<file path="config.mk">
export PLATFORM = sky130hd
export DESIGN_NAME = oam_dma_arbiter_flat
export DESIGN_NICKNAME = d
export VERILOG_FILES = /design/src/rtl/oam_dma_arbiter_pkg.sv /design/src/rtl/oam_dma_arbiter_if.sv /design/src/rtl/oam_dma_arbiter.sv /design/src/flat_wrapper.sv
export SDC_FILE = /design/constraint.sdc
export NUM_CORES = 1
export LEC_CHECK = 0
export CORE_ASPECT_RATIO = 1.25
export CORE_MARGIN = 10
export CORE_UTILIZATION = 28
export CTS_CLUSTER_DIAMETER = 150
export CTS_CLUSTER_SIZE = 14
export DETAILED_ROUTE_END_ITERATION = 10
export PLACE_DENSITY_LB_ADDON = 0.05
export SYNTH_ARGS = -nofsm -noshare
export SYNTH_HDL_FRONTEND = slang
export SYNTH_SLANG_ARGS = --single-unit
</file>
<file path="constraint.sdc">
create_clock -name clk_i -period 2.25 [get_ports clk_i]
set_input_delay 0.225 -clock clk_i [delete_from_list [all_inputs] [get_ports clk_i]]
set_output_delay 0.225 -clock clk_i [all_outputs]
set_load 0.01 [all_outputs]
</file>
<file path="src/rtl/oam_dma_arbiter_pkg.sv">
// Shared types and constants for the OAM DMA arbiter: FSM state encoding and
// the fixed addresses the arbiter decodes or drives.
package oam_dma_arbiter_pkg;

    localparam int MEM_ADDR_SIZE = 16;

    localparam logic [MEM_ADDR_SIZE-1:0] DMA_TRIG_ADDR = 16'h4014;
    localparam logic [MEM_ADDR_SIZE-1:0] OAM_DATA_ADDR = 16'h2004;

    typedef enum logic [2:0] {
        IDLE,
        HALT,
        ALIGN,
        READ,
        WRITE
    } dma_state_t;

endpackage : oam_dma_arbiter_pkg

</file>
<file path="src/rtl/oam_dma_arbiter_if.sv">
// CPU-side and system-bus-side signals of the arbiter in one bundle.
// The slave modport is the arbiter itself; master is the surrounding system.
interface oam_dma_arbiter_if;
    import oam_dma_arbiter_pkg::*;

    logic                     cpu_req_i;
    logic                     cpu_we_i;
    logic [MEM_ADDR_SIZE-1:0] cpu_addr_i;
    logic [7:0]               cpu_wdata_i;
    logic                     cpu_gnt_o;
    logic [7:0]               cpu_rdata_o;
    logic                     cpu_stall_o;

    logic                     mem_req_o;
    logic                     mem_we_o;
    logic [MEM_ADDR_SIZE-1:0] mem_addr_o;
    logic [7:0]               mem_wdata_o;
    logic [7:0]               mem_rdata_i;
    logic                     mem_valid_i;

    modport slave (
        input  cpu_req_i, cpu_we_i, cpu_addr_i, cpu_wdata_i,
        input  mem_rdata_i, mem_valid_i,
        output cpu_gnt_o, cpu_rdata_o, cpu_stall_o,
        output mem_req_o, mem_we_o, mem_addr_o, mem_wdata_o
    );

    modport master (
        output cpu_req_i, cpu_we_i, cpu_addr_i, cpu_wdata_i,
        output mem_rdata_i, mem_valid_i,
        input  cpu_gnt_o, cpu_rdata_o, cpu_stall_o,
        input  mem_req_o, mem_we_o, mem_addr_o, mem_wdata_o
    );

endinterface : oam_dma_arbiter_if

</file>
<file path="src/rtl/oam_dma_arbiter.sv">
// Shares the CPU memory port with an OAM DMA engine: a CPU write to the
// trigger address stalls the CPU and copies one 256-byte page to OAM data.
module oam_dma_arbiter
    import oam_dma_arbiter_pkg::*;
(
    input  logic                clk_i,
    input  logic                rstn_i,
    oam_dma_arbiter_if.slave    bus,
    output logic                dma_active_o
);

    dma_state_t state_q, state_d;
    logic       parity_q, parity_d;
    logic [7:0] page_q, page_d;
    logic [7:0] cnt_q, cnt_d;
    logic [7:0] data_q, data_d;

    logic                     trigger;
    logic                     mem_req;
    logic                     mem_we;
    logic [MEM_ADDR_SIZE-1:0] mem_addr;
    logic [7:0]               mem_wdata;
    logic                     cpu_gnt;
    logic [7:0]               cpu_rdata;

    // NOTE: sequential state uses non-blocking assignments only, so every flop
    // samples the pre-edge value of its _d regardless of statement order.
    always_ff @(posedge clk_i or negedge rstn_i) begin
        if (!rstn_i) begin
            state_q  <= IDLE;
            parity_q <= 1'b0;
            page_q   <= '0;
            cnt_q    <= '0;
            data_q   <= '0;
        end else begin
            state_q  <= state_d;
            parity_q <= parity_d;
            page_q   <= page_d;
            cnt_q    <= cnt_d;
            data_q   <= data_d;
        end
    end

    assign trigger = (state_q == IDLE) && bus.cpu_req_i && bus.cpu_we_i &&
                     (bus.cpu_addr_i == DMA_TRIG_ADDR);

    always_comb begin
        // NOTE: every signal written here gets a default first; a path that
        // skipped an assignment would otherwise infer a latch.
        state_d   = state_q;
        parity_d  = ~parity_q;
        page_d    = page_q;
        cnt_d     = cnt_q;
        data_d    = data_q;
        mem_req   = 1'b0;
        mem_we    = 1'b0;
        mem_addr  = '0;
        mem_wdata = '0;
        cpu_gnt   = 1'b0;
        cpu_rdata = '0;

        unique case (state_q)
            IDLE: begin
                mem_req   = bus.cpu_req_i;
                mem_we    = bus.cpu_we_i;
                mem_addr  = bus.cpu_addr_i;
                mem_wdata = bus.cpu_wdata_i;
                cpu_gnt   = bus.cpu_req_i && bus.mem_valid_i;
                cpu_rdata = bus.mem_rdata_i;
                // The trigger write is swallowed here and never reaches memory.
                if (trigger) begin
                    mem_req = 1'b0;
                    cpu_gnt = 1'b1;
                    page_d  = bus.cpu_wdata_i;
                    cnt_d   = '0;
                    state_d = HALT;
                end
            end
            HALT:  state_d = parity_q ? ALIGN : READ;
            ALIGN: state_d = READ;
            READ: begin
                mem_req  = 1'b1;
                mem_addr = {page_q, cnt_q};
                if (bus.mem_valid_i) begin
                    data_d  = bus.mem_rdata_i;
                    state_d = WRITE;
                end
            end
            WRITE: begin
                mem_req   = 1'b1;
                mem_we    = 1'b1;
                mem_addr  = OAM_DATA_ADDR;
                mem_wdata = data_q;
                if (bus.mem_valid_i) begin
                    cnt_d   = cnt_q + 8'd1;
                    state_d = (cnt_q == 8'hFF) ? IDLE : READ;
                end
            end
            default: state_d = IDLE;
        endcase
    end

    assign dma_active_o    = (state_q != IDLE);
    assign bus.cpu_stall_o = dma_active_o;
    assign bus.cpu_gnt_o   = cpu_gnt;
    assign bus.cpu_rdata_o = cpu_rdata;
    assign bus.mem_req_o   = mem_req;
    assign bus.mem_we_o    = mem_we;
    assign bus.mem_addr_o  = mem_addr;
    assign bus.mem_wdata_o = mem_wdata;

endmodule : oam_dma_arbiter

</file>
<file path="src/flat_wrapper.sv">
// flat-port wrapper written by rule: the top's interface ports become plain ports
module oam_dma_arbiter_flat import oam_dma_arbiter_pkg::*;
  (clk_i, rstn_i, dma_active_o, bus_cpu_req_i, bus_cpu_we_i, bus_cpu_addr_i, bus_cpu_wdata_i, bus_mem_rdata_i, bus_mem_valid_i, bus_cpu_gnt_o, bus_cpu_rdata_o, bus_cpu_stall_o, bus_mem_req_o, bus_mem_we_o, bus_mem_addr_o, bus_mem_wdata_o);
  oam_dma_arbiter_if bus_i ();
  input  logic clk_i;
  input  logic rstn_i;
  output logic dma_active_o;
  input wire logic [$bits(bus_i.cpu_req_i)-1:0] bus_cpu_req_i;
  input wire logic [$bits(bus_i.cpu_we_i)-1:0] bus_cpu_we_i;
  input wire logic [$bits(bus_i.cpu_addr_i)-1:0] bus_cpu_addr_i;
  input wire logic [$bits(bus_i.cpu_wdata_i)-1:0] bus_cpu_wdata_i;
  input wire logic [$bits(bus_i.mem_rdata_i)-1:0] bus_mem_rdata_i;
  input wire logic [$bits(bus_i.mem_valid_i)-1:0] bus_mem_valid_i;
  output wire logic [$bits(bus_i.cpu_gnt_o)-1:0] bus_cpu_gnt_o;
  output wire logic [$bits(bus_i.cpu_rdata_o)-1:0] bus_cpu_rdata_o;
  output wire logic [$bits(bus_i.cpu_stall_o)-1:0] bus_cpu_stall_o;
  output wire logic [$bits(bus_i.mem_req_o)-1:0] bus_mem_req_o;
  output wire logic [$bits(bus_i.mem_we_o)-1:0] bus_mem_we_o;
  output wire logic [$bits(bus_i.mem_addr_o)-1:0] bus_mem_addr_o;
  output wire logic [$bits(bus_i.mem_wdata_o)-1:0] bus_mem_wdata_o;
  assign bus_i.cpu_req_i = bus_cpu_req_i;
  assign bus_i.cpu_we_i = bus_cpu_we_i;
  assign bus_i.cpu_addr_i = bus_cpu_addr_i;
  assign bus_i.cpu_wdata_i = bus_cpu_wdata_i;
  assign bus_i.mem_rdata_i = bus_mem_rdata_i;
  assign bus_i.mem_valid_i = bus_mem_valid_i;
  assign bus_cpu_gnt_o = bus_i.cpu_gnt_o;
  assign bus_cpu_rdata_o = bus_i.cpu_rdata_o;
  assign bus_cpu_stall_o = bus_i.cpu_stall_o;
  assign bus_mem_req_o = bus_i.mem_req_o;
  assign bus_mem_we_o = bus_i.mem_we_o;
  assign bus_mem_addr_o = bus_i.mem_addr_o;
  assign bus_mem_wdata_o = bus_i.mem_wdata_o;
  oam_dma_arbiter u_core (.clk_i(clk_i), .rstn_i(rstn_i), .bus(bus_i), .dma_active_o(dma_active_o));
endmodule
</file>
==> results.yml <==
global_route:
  grt_pass1_wl_um: 9397
  grt_max_degree: 29
  grt_pass1_vias: 1838
  antenna_found_initial: 0
  grt_usage_pct: 12.62
  grt_overflow: 0
synthesis:
  ys_seq_area_share_pct: 41.39
  ys_warn_count: 0
  syn_area_per_cell_um2: 10.08
  yosysMostFrequentCell: "dfrtp_1"
  synth.top_cells.by_count: "dfrtp_1, nand2_1, nor2_1, a22o_1, mux2_1"
  netlist_top_cells_area: "dfrtp_1, a22o_1, mux2_1"
  synth.distinct_cells: 44
  async_flop_share_pct: 100.0
  synth_flop_cell: "dfrtp_1"
  synthMuxAreaShare_pct: 16.04
  synth_edf_count: 0
  yosys.area_share.adder_pct: 0.7391
  yosysTopAreaCellShare_pct: 41.39
  synth_top_family_by_area: "simple AND/OR/NAND/NOR gates"
  synth-xor-area-share_pct: 2.069
  ys_seq_elements: 28
  syn_inst: 168
  yosys.area_share.simple_pct: 21.88
  synth_area_um2: 1693
  yosys.area.top_type: "dfrtp_1"
  synth_nets: 206
  synth_compound_area_share_pct: 13.67
routing:
  dr.first_iter.drc_count: 49
  dr.pass1.iters: 3
  drc: 0
  viasPerCell: 5.165
  wl_per_cell_um: 18.73
  wirelength_um: 5918
  ant_nets: 0
  num_vias: 1632
clock_network:
  cts.sinks: 28
  clock_path_buffers: 2
  htree_levels: 1
  clkTransAtPathRegs_ns: 0.11
  root_buffer: "clkbuf_8"
  cts_buffers: 3
  tritoncts: "yes"
  insertion_delay_ns: 0.28
  cts_hold_buffers: 0
floorplan:
  top_level_ports: 74
  start_util_pct: 29.10
  die_w_um: 89.55
  row_count: 31
  chipHeight_um: 106.9
  die_area_um2: 9575
  core_area_um2: 5818
critical_path:
  worstReg2RegStart: "u_core.state_q[0]"
  reg2reg_depth: 6
  cp.required_ns: 2.03
  crit_family: "buffers and inverters"
  path_cells: "buf_4, nor2_2, buf_4, a22o_1, clkdlybuf4s50_1"
  r2r_setup_slack_ns: 0.38
  cp_max_fo: 14
  setup.worst_path.start_class: "flop"
  crit_buf_inv: 3
  worst_path_most_repeated_cell: "buf_4"
  crit_path_end_kind: "output port"
  critPathSlowestCell: "clkdlybuf4s50_1"
  critical_path.max_stage_delay_ns: 0.54
  crit_type: "flop to output port"
  cp.arrival_ns: 1.94
  timing.rr.end: "u_core.page_q[2]"
power:
  combPwrFrac_pct: 56.1
  p_sw_uw: 912.0
  p_leak_uw: 0.001214
  pwr-share-clk_pct: 13.2
  internal-power_uw: 1536
  power_frac_seq_pct: 30.7
  power_switching_share_pct: 37.26
  power_density_nw_per_um2: 912.9
  vdd_drop_max_mv: 0.4178
sta:
  finalCritPeriodShare_pct: 96.12
  hold_viol_final: 0
  setup-tns-final_ns: 0
  setup_viol: 0
  fin_ws_ns: 0.08733
  grt_setup_unrepaired: "yes"
  clock.fmax_mhz: 462.4
  slew_violations: 0
  fin_skew_ns: 0.01220
  worst_pin_slew_ns: 0.3756
  slew-limit-headroom_pct: 74.96
  fin_crit_ns: 2.163
layout:
  design_area_um2: 2681
  drive_above_1_share_pct: 18.40
  multiInputGateArea_um2: 955.9
  areaGrowthSynthToFinish_pct: 58.39
  nNetsFinal: 289
  n_antenna_cell: 0
  final_core_util_pct: 46.09
  num-fill-cells: 560
  regArea_um2: 703.2
  final_cells: 316
placement:
  dpl.hpwl_um: 4627
  dp.cells: 311
  placed_area_um2: 2562
  gp_congestion: 0.7701
  pre_cts_ws_ns: -0.1765
  io_buffers: 73
run_status:
  status: "completed"
run:
  drv_cap: 0
worst_hold_path:
  worst_hold_path_type: "input port to async pin"
[power groups by stage]
stage               registers [uW]  clock network [uW]  logic (uW)
finish                         751                 323        1370
global route                   771                 354        1510
CTS                            746                 330        1380
detailed placement             755                   0        1370
global placement               748                   0        1370
floorplan                      690                   0         753
[placed cells by master (no fill, tap or decap), drive strengths merged, types with 2 or more instances in the layout]
cell	Yosys	final
a31o	2	2
mux2	17	17
and2	8	8
clkbuf	4	4
nand2	18	18
buf	8	17
a21oi	2	2
dfrtp	28	28
inv	2	2
nor2	19	19
dlygate4sd2	0	2
clkdlybuf4s50	0	67
dlymetal6s2s	0	4
xnor2	2	2
nor3	4	4
nand3	3	3
a22o	14	14
o21ai	8	8
xor2	2	2
nand4	2	2
mux2i	8	8
nor4	2	2
[what timing repair did]
action                                  4_1_cts  5_1_grt
gates resized for setup                       8        9
pin swaps                                     0        1
buffers inserted                              0        1
endpoints found under the setup margin        3       25
[metrics by stage]
stage	power, uW	hold WS, ns
2_1_floorplan	1444	-0.07059
3_3_place_gp	2117	0.4031
3_5_place_dp	2128	0.3976
4_1_cts	2451	0.3530
5_1_grt	2634	0.3664
6_report	2448	0.3307
[state kept, by name, indices dropped and copies added, names as in the netlist]
signal	count
u_core.state_q	3
u_core.data_q	8
u_core.cnt_q	8
u_core.parity_q	1
u_core.page_q	8
[cell families after synthesis]
group           Yosys count
simple gates             65
compound gates           31
flops                    28
mux                      25
buf+inv                  14
xor+xnor                  4
fa+ha+maj                 1
[per-layer routing]
layer / vias up / track usage [%] / routed length, um / part of all wire [%]
met3: 10 / 4.697 / 488 / 8.2
met1: 799 / 13.32 / 2271 / 38
li1: 770 / - / - / -
met5: - / 0 / 0 / 0
met2: 53 / 22.40 / 3060 / 52
met4: 0 / 3.872 / 98 / 1.7
[layout make-up]
class	count	share of cell area, %
inverters	2	0.2800
repair buffers	90	32.71
clock buffers	4	2.053
flip-flops and latches	28	26.22
multi-input cells	126	35.65
well taps	66	3.080
[how the worst max path moves through the flow]
stage / slack (ns) / start / endpoint / depth (start not counted)
after floorplan: 0.59 / u_core.state_q[1] / bus_cpu_gnt_o / 6
after global placement: -0.18 / bus_cpu_req_i / bus_cpu_gnt_o / 6
after detailed placement: -0.18 / bus_cpu_req_i / bus_cpu_gnt_o / 6
after CTS: 0.02 / u_core.state_q[0] / bus_mem_addr_o[10] / 4
after global routing: -0.01 / u_core.state_q[2] / bus_mem_addr_o[15] / 5
final: 0.09 / u_core.state_q[2] / bus_mem_addr_o[15] / 5
(Power assumes the default switching activity.)
